`src/rtl/pong_pkg.sv`:
```
`default_nettype none
// ============================================================================
// Module      : pong_pkg
// Description : Shared definitions for the pong match controller: state
//               encoding, winner codes, serve-direction constants and the
//               default winning score.
// Ports       : none (package)
// Revision    : 1.0 - initial release
// ============================================================================
package pong_pkg;

  typedef enum logic [2:0] {
    ST_IDLE  = 3'd0,
    ST_SERVE = 3'd1,
    ST_PLAY  = 3'd2,
    ST_POINT = 3'd3,
    ST_OVER  = 3'd4
  } state_t;

  localparam logic [1:0] c_WINNER_NONE  = 2'b00;
  localparam logic [1:0] c_WINNER_LEFT  = 2'b01;
  localparam logic [1:0] c_WINNER_RIGHT = 2'b10;

  localparam logic DIR_LEFT  = 1'b0;
  localparam logic DIR_RIGHT = 1'b1;

  localparam int c_DEFAULT_WIN_SCORE = 9;

endpackage
`default_nettype wire

```
`src/rtl/pong_frame_timer.sv`:
```
`default_nettype none
// ============================================================================
// Module      : pong_frame_timer
// Description : Detects the rising edge of vertical sync (one frame tick)
//               and runs a loadable 9-bit frame down-counter.
// Ports       : clk        in  pixel clock
//               rst_n      in  asynchronous active-low reset
//               i_vs       in  vertical sync level
//               i_load     in  load the counter (takes priority over a tick)
//               i_load_val in  9-bit value to load
//               o_tick     out one-cycle frame strobe
//               o_expire   out counter is on its final frame; the owning
//                              state ends on the next o_tick
// Revision    : 1.0 - initial release
// ============================================================================
module pong_frame_timer (
  input  logic       clk,
  input  logic       rst_n,
  input  logic       i_vs,
  input  logic       i_load,
  input  logic [8:0] i_load_val,
  output logic       o_tick,
  output logic       o_expire
);

  logic       r_vs_prev;
  logic [8:0] r_count;

  // Previous-sample register resets high so a release with vsync already
  // high never looks like an edge.
  assign o_tick   = i_vs & ~r_vs_prev;
  assign o_expire = (r_count == 9'd1);

  always_ff @(posedge clk or negedge rst_n) begin
    if (!rst_n) begin
      r_vs_prev <= 1'b1;
      r_count   <= 9'd0;
    end else begin
      r_vs_prev <= i_vs;
      if (i_load) begin
        r_count <= i_load_val;
      end else if (o_tick && (r_count != 9'd0)) begin
        // Holding at zero keeps untimed states from wrapping the counter.
        r_count <= r_count - 9'd1;
      end
    end
  end

endmodule
`default_nettype wire

```
`src/rtl/pong_match_ctrl.sv`:
```
`default_nettype none
// ============================================================================
// Module      : pong_match_ctrl
// Description : Match sequencer for a two-player pong game. Handles start,
//               serve delay, play, point pause and game-over hold, keeps
//               the scores and reports the winner.
// Ports       : iVGA_CLK   in  pixel clock
//               iRST_n     in  asynchronous active-low reset
//               iVS        in  vertical sync (frame = rising edge)
//               start_in   in  start button level
//               miss_l     in  ball left via left edge (right scores)
//               miss_r     in  ball left via right edge (left scores)
//               ball_run   out ball engine may advance (PLAY only)
//               ball_reset out one-cycle recentre pulse
//               serve_dir  out next serve direction, 1 = rightward
//               score_l    out left player score
//               score_r    out right player score
//               winner     out 00 none, 01 left, 10 right
//               state      out current state code
// Revision    : 1.0 - initial release
// ============================================================================
module pong_match_ctrl
  import pong_pkg::*;
#(
  parameter int WIN_SCORE    = c_DEFAULT_WIN_SCORE,
  parameter int SERVE_FRAMES = 60,
  parameter int POINT_FRAMES = 90,
  parameter int OVER_FRAMES  = 300
) (
  input  logic       iVGA_CLK,
  input  logic       iRST_n,
  input  logic       iVS,
  input  logic       start_in,
  input  logic       miss_l,
  input  logic       miss_r,
  output logic       ball_run,
  output logic       ball_reset,
  output logic       serve_dir,
  output logic [3:0] score_l,
  output logic [3:0] score_r,
  output logic [1:0] winner,
  output logic [2:0] state
);

  localparam logic [3:0] c_WIN_SCORE = 4'(WIN_SCORE);
  localparam logic [8:0] c_SERVE_N   = 9'(SERVE_FRAMES);
  localparam logic [8:0] c_POINT_N   = 9'(POINT_FRAMES);
  localparam logic [8:0] c_OVER_N    = 9'(OVER_FRAMES);

  state_t     r_state;
  logic       r_start_prev;
  logic       r_ball_run;
  logic       r_ball_reset;
  logic       r_serve_dir;
  logic [3:0] r_score_l;
  logic [3:0] r_score_r;
  logic [1:0] r_winner;

  logic       w_tick;
  logic       w_expire;
  logic       w_done;
  logic       w_start_stb;
  logic       w_l_only;
  logic       w_r_only;
  logic [3:0] w_score_l_inc;
  logic [3:0] w_score_r_inc;
  logic       w_left_wins;
  logic       w_right_wins;
  logic       w_load;
  logic [8:0] w_load_val;

  assign w_start_stb   = start_in & ~r_start_prev;
  assign w_done        = w_tick & w_expire;
  assign w_l_only      = miss_l & ~miss_r;
  assign w_r_only      = miss_r & ~miss_l;
  assign w_score_l_inc = r_score_l + 4'd1;
  assign w_score_r_inc = r_score_r + 4'd1;
  assign w_left_wins   = w_r_only & (w_score_l_inc == c_WIN_SCORE);
  assign w_right_wins  = w_l_only & (w_score_r_inc == c_WIN_SCORE);

  // The counter must be loaded on the same edge the FSM changes state, so
  // a tick arriving on the very next cycle is already counted against the
  // new state's duration. Untimed states (IDLE, PLAY) load zero.
  always_comb begin
    w_load     = 1'b0;
    w_load_val = 9'd0;
    case (r_state)
      ST_IDLE: begin
        w_load     = w_start_stb;
        w_load_val = c_SERVE_N;
      end
      ST_SERVE: begin
        w_load     = w_done;
      end
      ST_PLAY: begin
        w_load     = miss_l | miss_r;
        w_load_val = (w_left_wins | w_right_wins) ? c_OVER_N : c_POINT_N;
      end
      ST_POINT: begin
        w_load     = w_done;
        w_load_val = c_SERVE_N;
      end
      ST_OVER: begin
        w_load     = w_done;
      end
      default: begin
        w_load     = 1'b1;
      end
    endcase
  end

  pong_frame_timer u_frame_timer (
    .clk        (iVGA_CLK),
    .rst_n      (iRST_n),
    .i_vs       (iVS),
    .i_load     (w_load),
    .i_load_val (w_load_val),
    .o_tick     (w_tick),
    .o_expire   (w_expire)
  );

  always_ff @(posedge iVGA_CLK or negedge iRST_n) begin
    if (!iRST_n) begin
      r_state      <= ST_IDLE;
      r_start_prev <= 1'b1;
      r_ball_run   <= 1'b0;
      r_ball_reset <= 1'b0;
      r_serve_dir  <= DIR_RIGHT;
      r_score_l    <= 4'd0;
      r_score_r    <= 4'd0;
      r_winner     <= c_WINNER_NONE;
    end else begin
      r_start_prev <= start_in;
      r_ball_reset <= 1'b0;
      case (r_state)
        ST_IDLE: begin
          r_score_l <= 4'd0;
          r_score_r <= 4'd0;
          r_winner  <= c_WINNER_NONE;
          if (w_start_stb) begin
            r_state      <= ST_SERVE;
            r_serve_dir  <= DIR_RIGHT;
            r_ball_reset <= 1'b1;
          end
        end
        ST_SERVE: begin
          if (w_done) begin
            r_state    <= ST_PLAY;
            r_ball_run <= 1'b1;
          end
        end
        ST_PLAY: begin
          if (miss_l | miss_r) begin
            r_ball_run <= 1'b0;
            // Next serve goes toward whoever just conceded; a double miss
            // is a dead ball and leaves score and direction alone.
            if (w_l_only) begin
              r_score_r   <= w_score_r_inc;
              r_serve_dir <= DIR_LEFT;
            end
            if (w_r_only) begin
              r_score_l   <= w_score_l_inc;
              r_serve_dir <= DIR_RIGHT;
            end
            if (w_right_wins) begin
              r_state  <= ST_OVER;
              r_winner <= c_WINNER_RIGHT;
            end else if (w_left_wins) begin
              r_state  <= ST_OVER;
              r_winner <= c_WINNER_LEFT;
            end else begin
              r_state  <= ST_POINT;
            end
          end
        end
        ST_POINT: begin
          if (w_done) begin
            r_state      <= ST_SERVE;
            r_ball_reset <= 1'b1;
          end
        end
        ST_OVER: begin
          if (w_done) begin
            r_state   <= ST_IDLE;
            r_score_l <= 4'd0;
            r_score_r <= 4'd0;
            r_winner  <= c_WINNER_NONE;
          end
        end
        default: begin
          r_state    <= ST_IDLE;
          r_ball_run <= 1'b0;
        end
      endcase
    end
  end

  assign ball_run   = r_ball_run;
  assign ball_reset = r_ball_reset;
  assign serve_dir  = r_serve_dir;
  assign score_l    = r_score_l;
  assign score_r    = r_score_r;
  assign winner     = r_winner;
  assign state      = r_state;

endmodule
`default_nettype wire

```
`config.mk`:
```
export PLATFORM = sky130hd
export DESIGN_NAME = pong_match_ctrl
export DESIGN_NICKNAME = d
export VERILOG_FILES = /design/src/rtl/pong_pkg.sv /design/src/rtl/pong_frame_timer.sv /design/src/rtl/pong_match_ctrl.sv
export SDC_FILE = /design/constraint.sdc
export NUM_CORES = 1
export LEC_CHECK = 0
export ABC_AREA = 1
export BUFFER_PORTS_ARGS = -buffer_cell sky130_fd_sc_hd__buf_2
export CORE_MARGIN = 3
export CORE_UTILIZATION = 42
export CTS_BUF_LIST = sky130_fd_sc_hd__clkbuf_8
export CTS_CLUSTER_SIZE = 8
export DETAILED_ROUTE_END_ITERATION = 10
export GPL_TIMING_DRIVEN = 0
export PLACE_DENSITY = 0.65
export SYNTH_ARGS = -nofsm -noshare
export SYNTH_HDL_FRONTEND = slang
export SYNTH_HIERARCHICAL = 1
export SYNTH_SLANG_ARGS = --single-unit
```
`constraint.sdc`:
```
create_clock -name iVGA_CLK -period 4.2 [get_ports iVGA_CLK]
set_input_delay 0.42 -clock iVGA_CLK [delete_from_list [all_inputs] [get_ports iVGA_CLK]]
set_output_delay 0.42 -clock iVGA_CLK [all_outputs]
set_load 0.01 [all_outputs]
```
==> results.yml <==
finish:
  synthToLayoutAreaGrowth_pct: 12.2
  nets: 294
  n_fill_cell: 422
  layout.area.seq_um2: 679
  post_route_cells_drive_above_1_share_pct: 18.4
  final_cells: 327
  num_antenna_cells: 0
  multi_input_area_um2: 988
sta:
  worst_clock_skew_ps: 4.45
  clock.fmax_ghz: 0.428
  final_setup_violation_count: 0
  timing.hold.ws_ps: 140
  worst_slew_pin_slew_ps: 604
  report.final.slew_viol_count: 0
  finalSetupTns_ps: 0
  timing.final.crit_share_pct: 55.7
  rsz0062_at_grt: "false"
  finalHoldViolCount: 0
  maxSlewHeadroom_pct: 59.7
  post-route-min-period_ps: 2340
clocking:
  cts-root-to-sink-buffers: 2
  cts_made_buffers: 3
  post_cts_buffers: 0
  cts_sinks: 27
  root_buffer: "clkbuf_8"
  worst_skew_pair.late_latency_ps: 280
  post_cts_resize_count: 0
  cts_htree_levels: 1
  cts_hold_repair.buffers: 0
  cts_tree: "done"
  clkSlewWorstSetupHoldPaths_ps: 100
synthesis:
  synth-seq-area-share_pct: 37.5
  netlist-cell-type-count: 25
  yosys-top-cells-count: "nand2_1, inv_1, nand3_1, dfrtp_1, nor2_1"
  synth_top_area_cell: "dfrtp_1"
  netlist_top_cells_area: "dfrtp_1, nand2_1, nand3_1"
  syn_inst: 251
  synthArstFlopShare_pct: 100
  synth_enable_flop_cells: 0
  synth.most_common_cell: "nand2_1"
  synth_area_per_cell_um2: 7.22
  yosysWarnings: 6
  share_of_the_synthesized_area_in_the_top_cell_type_pct: 33.1
  post_synthesis_cell_area_um2: 1810
  yosys_register_bits: 27
  ys.flop_type: "dfrtp_1"
drt:
  wl_um: 3670
  drt-initial-drc-count: 114
  drt_pre_antenna_iters: 4
  drt-wirelength-per-cell_um: 11.2
  post-route-drc-count: 0
  drtAntennaViolNets: 0
  avgViaCountPerCell: 4.87
  vias: 1594
critical_path:
  critical_path.most_common_cell: "nand2_1"
  path_delay_family: "simple AND/OR/NAND/NOR gates"
  critical_path.endpoint_type: "flop"
  required_ps: 4370
  cp_data_arrival_time_ps: 2510
  timing.critical_path.buf_inv: 1
  worstPathMaxFanout: 8
  worst_path_cell_trace: "nor2_1, nand2_1, nor2_1, nand2_1, nand3_1, nand2_1, nor2_2, inv_1, or2_2, nand3_1, nand2_1"
  worstSetupPathType: "flop to flop"
  startpoint_type: "flop"
  crit_path_max_incr_delay_ps: 450
  worst_path_max_delay_cell: "dfrtp_1"
flow_run:
  max_capacitance_violation_count: 0
power_and_ir_drop:
  pwr_density_cell_nw_per_um2: 624
  total_leakage_power_nw: 1.12
  peakVddDrop_mv: 0.281
floorplanning:
  design.die.area_um2: 5140
  fp.dieW_um: 71.7
  ios: 22
  rows: 23
  fp.dieH_um: 71.7
  start_util_pct: 44.3
  floorplan.core_area_um2: 4090
placed_design:
  finalWeightedCongestion: 0.838
  dpl.cell_count: 323
  io_buffers: 21
  place.detailed.hpwl_um: 2890
global_route:
  vias_in_the_first_global_route: 1496
  overflow: 0
  gr-usage-all-layers_pct: 16.3
  antenna_violations_before_repair: 0
  maximum_number_of_pins_on_one_net_before_global_route_repair: 28
  first_pass_grt_wire_length_um: 6780
run_status:
  run_status: "complete, no violations"
min_path:
  hold_class: "input port to async pin"
cell families after synthesis:
kind of cell             after synthesis  share of synthesized area [%]
AND/OR/NAND/NOR                      151                           40.2
buffers and inverters                 38                           8.15
flip-flops                            27                           37.5
AO/OA/AOI/OAI                         22                           6.08
adder cells (fa/ha/maj)               10                           6.91
XOR/XNOR                               2                          0.967
other                                  1                          0.207
registers in the layout (all words and copies together) (netlist names):
signal,cells
ball_reset,1
ball_run,1
r_start_prev,1
score_l,4
score_r,4
serve_dir,1
state,3
u_frame_timer/r_count,9
u_frame_timer/r_vs_prev,1
winner,2
through the flow:
| step | setup WS (ps) | instance area, um^2 | util [%] | total power, mW |
|---|---|---|---|---|
| 6_report | 1860 | 2030 | 49.8 | 1.27 |
| 5_1_grt | 1640 | 2030 | 49.8 | 1.42 |
| 4_1_cts | 1860 | 2030 | 49.8 | 1.28 |
| 3_5_place_dp | 1760 | 1980 | 48.5 | 1.12 |
| 3_3_place_gp | 1730 | 1980 | 48.5 | 1.11 |
| 2_1_floorplan | 2220 | 1820 | - | 0.949 |
layer usage:
layer  track usage [%]  vias to the layer above  share of wire, %
met2              25.5                       18                45
met4              4.38                        0              0.93
li1                  -                      849                 -
met3              2.81                        4               3.4
met5                 0                        -                 0
met1              23.2                      723                50
path summary, 6_finish.rpt:
check	from	endpoint	slack, ps	cells past startpoint
max reg2reg	u_frame_timer/r_count[4]	u_frame_timer/r_count[4]	1860	11
max	u_frame_timer/r_count[4]	u_frame_timer/r_count[4]	1860	11
max in group asynchronous	iRST_n	u_frame_timer/r_count[6]	3660	1
min in group iVGA_CLK	iVS	u_frame_timer/r_vs_prev	240	1
min	iRST_n	u_frame_timer/r_count[4]	140	1
min reg2reg	winner[0]	winner[0]	490	2
power by group:
group | internal [mW] | switching (mW) | total, mW
logic | 0.244 | 0.435 | 0.678
clock network | 0.0696 | 0.0868 | 0.156
registers | 0.344 | 0.0890 | 0.433
total | 0.658 | 0.611 | 1.27
layout by cell type (no fill, tap or decap), types with 3 or more instances in the layout:
cell / n
nand2_1: 79
inv_1: 32
nand3_1: 30
dfrtp_1: 24
buf_2: 22
nor2_1: 17
o21ai_0: 16
ha_1: 10
nand4_1: 6
nand2_4: 5
nor2_2: 5
inv_2: 4
a21oi_1: 3
clkbuf_8: 3
dfstp_2: 3
o21ai_1: 3
cell type report:
class	instances	share of cell area (%)
inverter	36	6.65
clock buffer	3	2.03
buffer	2	0.615
multi-input combinational	187	48.6
tap	50	3.08
timing repair buffer	21	5.17
clock inverter	1	0.431
sequential	27	33.4
Power figures use the tool's default switching activity.
